## src/rtl/tff_pkg.sv

```systemverilog
// Shared types for the toggle flip-flop counter controller:
// FSM state encoding and count-direction constants.
package tff_pkg;

  typedef enum logic [1:0] {
    IDLE = 2'd0,
    LOAD = 2'd1,
    RUN  = 2'd2
  } state_t;

  localparam logic DIR_UP   = 1'b1;
  localparam logic DIR_DOWN = 1'b0;

endpackage

```

## src/rtl/tff_sync_reset.sv

```systemverilog
// One-bit T flip-flop with synchronous active-high reset.
// Ports: T (toggle enable), clk, syncReset, Q, notQ.
module tff_sync_reset (
  input  logic clk,
  input  logic syncReset,
  input  logic T,
  output logic Q,
  output logic notQ
);

  always_ff @(posedge clk) begin
    if (syncReset) begin
      Q <= 1'b0;
    end else if (T) begin
      Q <= ~Q;
    end
  end

  assign notQ = ~Q;

endmodule

```

## src/rtl/tff_counter_ctrl.sv

```systemverilog
// Drives the T enables of a WIDTH-bit toggle flip-flop bank so it acts
// as a load/up/down counter with one-shot or wrap modes.
// Ports: clk, syncReset, start, stop, dir, oneShot, limit in;
//        T, Q, busy, done out.
module tff_counter_ctrl
  import tff_pkg::*;
#(
  parameter int WIDTH = 4
) (
  input  logic             clk,
  input  logic             syncReset,
  input  logic             start,
  input  logic             stop,
  input  logic             dir,
  input  logic             oneShot,
  input  logic [WIDTH-1:0] limit,
  output logic [WIDTH-1:0] T,
  output logic [WIDTH-1:0] Q,
  output logic             busy,
  output logic             done
);

  state_t           state_q, state_d;
  logic             dir_q;
  logic             one_q;
  logic [WIDTH-1:0] lim_q;
  logic             done_q, done_d;

  logic [WIDTH-1:0] q_n;
  logic [WIDTH-1:0] start_val;
  logic             at_term;
  logic [WIDTH-1:0] up_t;
  logic [WIDTH-1:0] dn_t;
  logic [WIDTH-1:0] lowm;

  for (genvar g = 0; g < WIDTH; g++) begin : g_bank
    tff_sync_reset u_tff (
      .clk       (clk),
      .syncReset (syncReset),
      .T         (T[g]),
      .Q         (Q[g]),
      .notQ      (q_n[g])
    );
  end

  always_comb begin
    start_val = (dir_q == DIR_UP) ? '0 : lim_q;
    at_term   = (dir_q == DIR_DOWN) ? (Q == '0) : (Q == lim_q);
    lowm      = '0;
    up_t      = '0;
    dn_t      = '0;
    // Bit i toggles when every lower bit is 1 (up) or 0 (down).
    for (int i = 0; i < WIDTH; i++) begin
      lowm    = (WIDTH'(1) << i) - WIDTH'(1);
      up_t[i] = ((Q & lowm) == lowm);
      dn_t[i] = ((q_n & lowm) == lowm);
    end

    T       = '0;
    state_d = state_q;
    done_d  = 1'b0;
    unique case (state_q)
      IDLE: begin
        if (start) state_d = LOAD;
      end
      LOAD: begin
        T       = Q ^ start_val;
        state_d = RUN;
      end
      RUN: begin
        // stop wins over terminal: freeze Q, no done.
        if (stop) begin
          state_d = IDLE;
        end else if (at_term) begin
          done_d = 1'b1;
          if (one_q) state_d = IDLE;
          else       T       = Q ^ start_val;
        end else begin
          T = (dir_q == DIR_UP) ? up_t : dn_t;
        end
      end
      default: state_d = IDLE;
    endcase
  end

  always_ff @(posedge clk) begin
    if (syncReset) begin
      state_q <= IDLE;
      dir_q   <= 1'b0;
      one_q   <= 1'b0;
      lim_q   <= '0;
      done_q  <= 1'b0;
    end else begin
      state_q <= state_d;
      done_q  <= done_d;
      if (state_q == IDLE && start) begin
        dir_q <= dir;
        one_q <= oneShot;
        lim_q <= limit;
      end
    end
  end

  assign busy = (state_q != IDLE);
  assign done = done_q;

endmodule

```

## config.mk

```make
export PLATFORM = sky130hd
export DESIGN_NAME = tff_counter_ctrl
export DESIGN_NICKNAME = d
export VERILOG_FILES = /design/src/rtl/tff_pkg.sv /design/src/rtl/tff_sync_reset.sv /design/src/rtl/tff_counter_ctrl.sv
export SDC_FILE = /design/constraint.sdc
export NUM_CORES = 1
export LEC_CHECK = 0
export ABC_AREA = 0
export CORE_MARGIN = 1
export CORE_UTILIZATION = 35
export CTS_CLUSTER_DIAMETER = 60
export CTS_CLUSTER_SIZE = 12
export DETAILED_ROUTE_END_ITERATION = 8
export SLEW_MARGIN = 10
export SYNTH_ARGS = -nofsm -noshare
export SYNTH_HDL_FRONTEND = slang
export SYNTH_SLANG_ARGS = --single-unit
```

## constraint.sdc

```tcl
create_clock -name clk -period 4.25 [get_ports clk]
set_input_delay 0.6375 -clock clk [delete_from_list [all_inputs] [get_ports clk]]
set_output_delay 0.6375 -clock clk [all_outputs]
set_load 0.03 [all_outputs]
```

# Word level (Yosys, flattened, before mapping)

Index checks and enable logic that the tools add are counted.

Equal/unequal tests: 10
Mux-type cells: 13
Bitwise logic cells: 6
Reduce and logical (&&, ||, !) cells: 6

Operator list:

| cell                                                            | count |
|---|---|
| 4-bit 2-to-1 mux                                                | 5 |
| 2-bit 2-to-1 mux                                                | 4 |
| 4-bit one-hot mux with 2 select lines                           | 1 |
| 2-bit == test, second input constant                            | 3 |
| 3-bit == test, second input constant                            | 2 |
| 3-bit != test, second input constant                            | 2 |
| 2-bit one-hot mux with 3 select lines                           | 1 |
| 1-bit inverter                                                  | 5 |
| 4-bit == test                                                   | 1 |
| 4-bit zero test                                                 | 1 |
| 4-bit bitwise XOR                                               | 1 |
| 3-bit AND reduction                                             | 1 |
| 3-bit OR reduction                                              | 1 |
| 2-bit by 1-bit == test with 1-bit output, second input constant | 1 |
| 2-bit zero test                                                 | 1 |
| 1-bit 2-to-1 mux                                                | 2 |
| 2-bit != test, second input constant                            | 1 |
| 2-bit nonzero test                                              | 1 |
| 1-bit logical AND                                               | 1 |

Register bits: 13
Input port bits: 10
Logic and storage cells: 44

# Depth between registers and ports, before layout

Depth in word-level cells: 6
Depth in mapped cells: 8
Mapped depth without buffers: 7

# By module

A second synthesis with hierarchy kept.

Cell total of the unflattened synthesis: 105
Area, all modules: 860.8 sq um

By module, submodules not included:

| module           | instances | cells each | area an instance (sq um) | sequential area each (sq um) |
|---|---|---|---|---|
| tff_counter_ctrl | 1         | 89         | 715.7                    | 180.2 |
| tff_sync_reset   | 4         | 4          | 36.3                     | 20.0 |

# Worst setup path before layout

Ideal clock, no wire load.

Path kind: input to output
Start point: input stop
End point: output T[3]
Data arrival time: 1780 ps
Required time: 3612 ps
Slack: 1833 ps
Stages: 5
Buffers on the path: 1
Path through: nand2b_2 -> or2_2 -> a21o_1 -> a211oi_2 -> buf_4

Cells in the longest elaborated chain, start to end: 2

RTL lines:

| element                               | line                   | source |
|---|---|---|
| start: declaration                    | tff_counter_ctrl.sv:13 | `input logic stop,` |
| 4-bit 2-to-1 mux                      | tff_counter_ctrl.sv:72 | `if (stop) begin` |
| 4-bit one-hot mux with 2 select lines | tff_counter_ctrl.sv:62 | `unique case (state_q)` |
| end: declaration                      | tff_counter_ctrl.sv:17 | `output logic [WIDTH-1:0] T,` |

No other way between the ends.

# Worst setup path after layout

Same ends and word-level chain as after synthesis.

==> impl_metrics.ini <==
[critical_path]
family_with_the_most_delay_on_the_worst_path = buffers and inverters
crit_path_capture_type = output port
cpMostUsedCell = sky130_fd_sc_hd__clkdlybuf4s50_1
critical_path.cell_chain = clkdlybuf4s50_1 > nand2b_2 > or2_2 > a21o_1 > a211oi_2 > clkdlybuf4s50_1
reg2reg_from = state_q[0]
required_ns = 3.61
cp-start-kind = primary input
crit_path_start = stop
crit_type = primary input to output port
worstPathMaxFanout = 7
cp_arrival_ns = 2.89
crit_buf_inv = 2
critical-path-max-stage-delay_ns = 0.72
cpMaxStageDelayCell = sky130_fd_sc_hd__clkdlybuf4s50_1

[clock_tree]
insertion_delay_to_the_later_sink_of_the_worst_skew_pair_ns = 0.27
postCtsSetupRepairBufs = 0
root_buffer = sky130_fd_sc_hd__clkbuf_4
tritoncts_clock_tree = yes
cts_buffer_depth = 2
clkSlewWorstSetupHoldPaths_ns = 0.09
clkSinkCount = 13
htree_levels = 1
cts_repair_resized_insts = 0
tritoncts.num_buffers = 3
postCtsHoldBufs = 0

[synthesis]
asyncSetResetFlopFracSynth_pct = 0
postSynthNetCount = 149
yosys.area_share.xor_xnor_pct = 7.558
synthDistinctLibCells = 46
synth_seq_area_share_pct = 22.78
yosys_most_used_dff = sky130_fd_sc_hd__dfxtp_1
main_combinational_cell_family_by_area_after_synthesis = simple AND/OR/NAND/NOR gates
synth_simple_gate_area_share_pct = 26.62
post_synth_inst_count = 135
synth-edff-count = 0
syn_avg_cell_area_um2 = 8.462
yosys.area_share.adder_pct = 4.381
synthesis.yosys.warnings = 0
synth_compound_gate_area_share_pct = 22.56
yosys-mux-area-fraction_pct = 2.300
ff_latch_count_synth = 13
synth_area_um2 = 1142

[finish]
finalInstanceArea_um2 = 1279
num_antenna_cells = 0
layout.nets = 156
drive_gt1_share_pct = 12.06
area_delta_synth_final_pct = 11.94

[route]
routed_via_density = 5.270
dr.pass1.iters = 4
num_vias = 975
route.detailed.drc = 0
drtIter0Drc = 28
routed_wirelength_um = 2440
ant_nets = 0
detail_route.wl_per_cell_um = 13.19

[timing]
slew_violations = 0
max_slew.worst_pin.slew_ns = 0.6276
timing.final.ws_setup_ns = 0.7208
post-route-min-period_ns = 3.529
period_share_pct = 83.04
maxSlewHeadroom_pct = 58.03
hold_slack_ns = 0.4934
finalClockSkew_ns = 0.004596
final-hold-violation-count = 0
max_freq_ghz = 0.2834
setup_total_negative_slack_ns = 0
setup_viol = 0
rsz0062_at_grt = false

[run_status]
status = completed

[floorplanning]
num_io_pins = 20
floorplan.initialDensity_pct = 37.11
dieHeight_um = 59.13
num_rows = 20
core_footprint_um2 = 3078
fp.dieArea_um2 = 3496
die_width_um = 59.13

[power_and_ir_drop]
sequentialPowerShare_pct = 35.8
power_density_nw_per_um2 = 339.5
power_leakage_uw = 0.0004344
switchingPower_uw = 179.2
cell_internal_pwr_uw = 255.0
comb_pwr_share_pct = 45.7
max-vdd-ir-drop_uv = 206.3
switching_fraction_pct = 41.28
p_clk_share_pct = 18.5

[global_route]
number_of_global_route_vias_before_repair = 913
gr-usage-all-layers_pct = 15.53
wire_length_of_the_first_global_routing_pass_um = 4077
number_of_antenna_violations_at_the_first_check_in_global_routing = 0
gr-total-overflow = 0
grt_start_max_net_pins = 16

[placed_design]
preCtsSetupSlack_ns = 0.7231
buffer_ports.inserted = 19
place_area_um2 = 1252
gp_routability_congestion = 0.8106
dpl_wire_length_um = 1847

[flow_run]
maxCapViolCount = 0

[min_path]
worst_min_delay_path_class = register to register
hold_path_startpoint = lim_q[0]
[cell usage after synthesis, types with 4 or more instances]
library cell	instances	area share, %
sky130_fd_sc_hd__a21oi_1	11	4.8
sky130_fd_sc_hd__ha_1	4	4.4
sky130_fd_sc_hd__nand2_1	9	3.0
sky130_fd_sc_hd__nand3_1	10	4.4
sky130_fd_sc_hd__buf_4	9	5.9
sky130_fd_sc_hd__nor2_1	5	1.6
sky130_fd_sc_hd__inv_1	6	2.0
sky130_fd_sc_hd__nor2b_1	5	2.7
sky130_fd_sc_hd__xnor2_1	6	4.6
sky130_fd_sc_hd__o21ai_0	5	2.2
sky130_fd_sc_hd__buf_6	5	4.9
sky130_fd_sc_hd__dfxtp_1	13	23
[final timing paths]
path                            cells past startpoint                end  slack, ns
worst max-delay path                                6               T[3]       0.72
worst min-delay path                                2           lim_q[0]       0.49
worst max register to register                      7  g_bank[2].u_tff.Q       2.16
worst min register to register                      2           lim_q[0]       0.49
[stage by stage]
| stage | std cells | power [uW] | util [%] |
|---|---|---|---|
| after global routing | 185 | 468.0 | 41.54 |
| after detailed placement | 181 | 355.5 | 40.69 |
| after global placement | 181 | 352.2 | 40.69 |
| final | 185 | 434.2 | 41.54 |
| after floorplan | 135 | 313.3 | - |
| after CTS | 185 | 435.7 | 41.54 |
[sequential cells by signal, indices dropped and copies added (netlist names)]
name            flops
one_q               1
done                1
lim_q               4
g_bank.u_tff.Q      4
state_q             2
dir_q               1
[routing by layer]
layer	track usage (%)	part of all wire [%]
met3	2.620	3.2
met1	19.60	45
met2	26.79	51
met5	0	0
met4	5.102	0.78
[area by class of cell]
cell class | instances | area [um^2]
clock buffer | 4 | 26.28
fill | 312 | 1799
inverter | 6 | 22.52
tap | 44 | 55.05
timing repair buffer | 19 | 190.2
multi-input combinational | 99 | 724.4
sequential | 13 | 260.3
[cell usage in the layout (no fill, tap or decap), types with 3 or more instances in the layout]
master / synthesis / layout
sky130_fd_sc_hd__nand2b_1: 3 / 3
sky130_fd_sc_hd__ha_1: 4 / 4
sky130_fd_sc_hd__clkdlybuf4s50_1: 0 / 19
sky130_fd_sc_hd__nor2b_1: 5 / 5
sky130_fd_sc_hd__xnor2_1: 6 / 6
sky130_fd_sc_hd__dfxtp_1: 13 / 13
sky130_fd_sc_hd__nand2_1: 9 / 9
sky130_fd_sc_hd__a21oi_1: 11 / 11
sky130_fd_sc_hd__a211o_1: 3 / 3
sky130_fd_sc_hd__inv_1: 6 / 6
sky130_fd_sc_hd__clkbuf_4: 0 / 3
sky130_fd_sc_hd__nand3_1: 10 / 10
sky130_fd_sc_hd__o21ai_0: 5 / 5
sky130_fd_sc_hd__nor2_1: 5 / 5
[tightest hold or removal path: stages, from the launching register on]
cell	delay [ns]
sky130_fd_sc_hd__dfxtp_1	0.34
sky130_fd_sc_hd__nand2_1	0.06
sky130_fd_sc_hd__a21oi_1	0.05
[power groups by stage]
stage          Combinational (uW)  Sequential, uW  Clock (uW)
2_1_floorplan                 167             146           0
3_3_place_gp                  195             157           0
3_5_place_dp                  197             158           0
4_1_cts                       198             156        82.2
5_1_grt                       217             158        92.3
6_report                      198             156        80.3
[kinds of logic after synthesis]
group / count (synthesis)
DFF: 13
xor gates and xnor gates: 9
muxes: 2
AOI/OAI and AO/OA: 36
adders and majority gates: 4
buffers and inverters: 23
and+or+nand+nor: 48
Power figures use the tool's default switching activity.
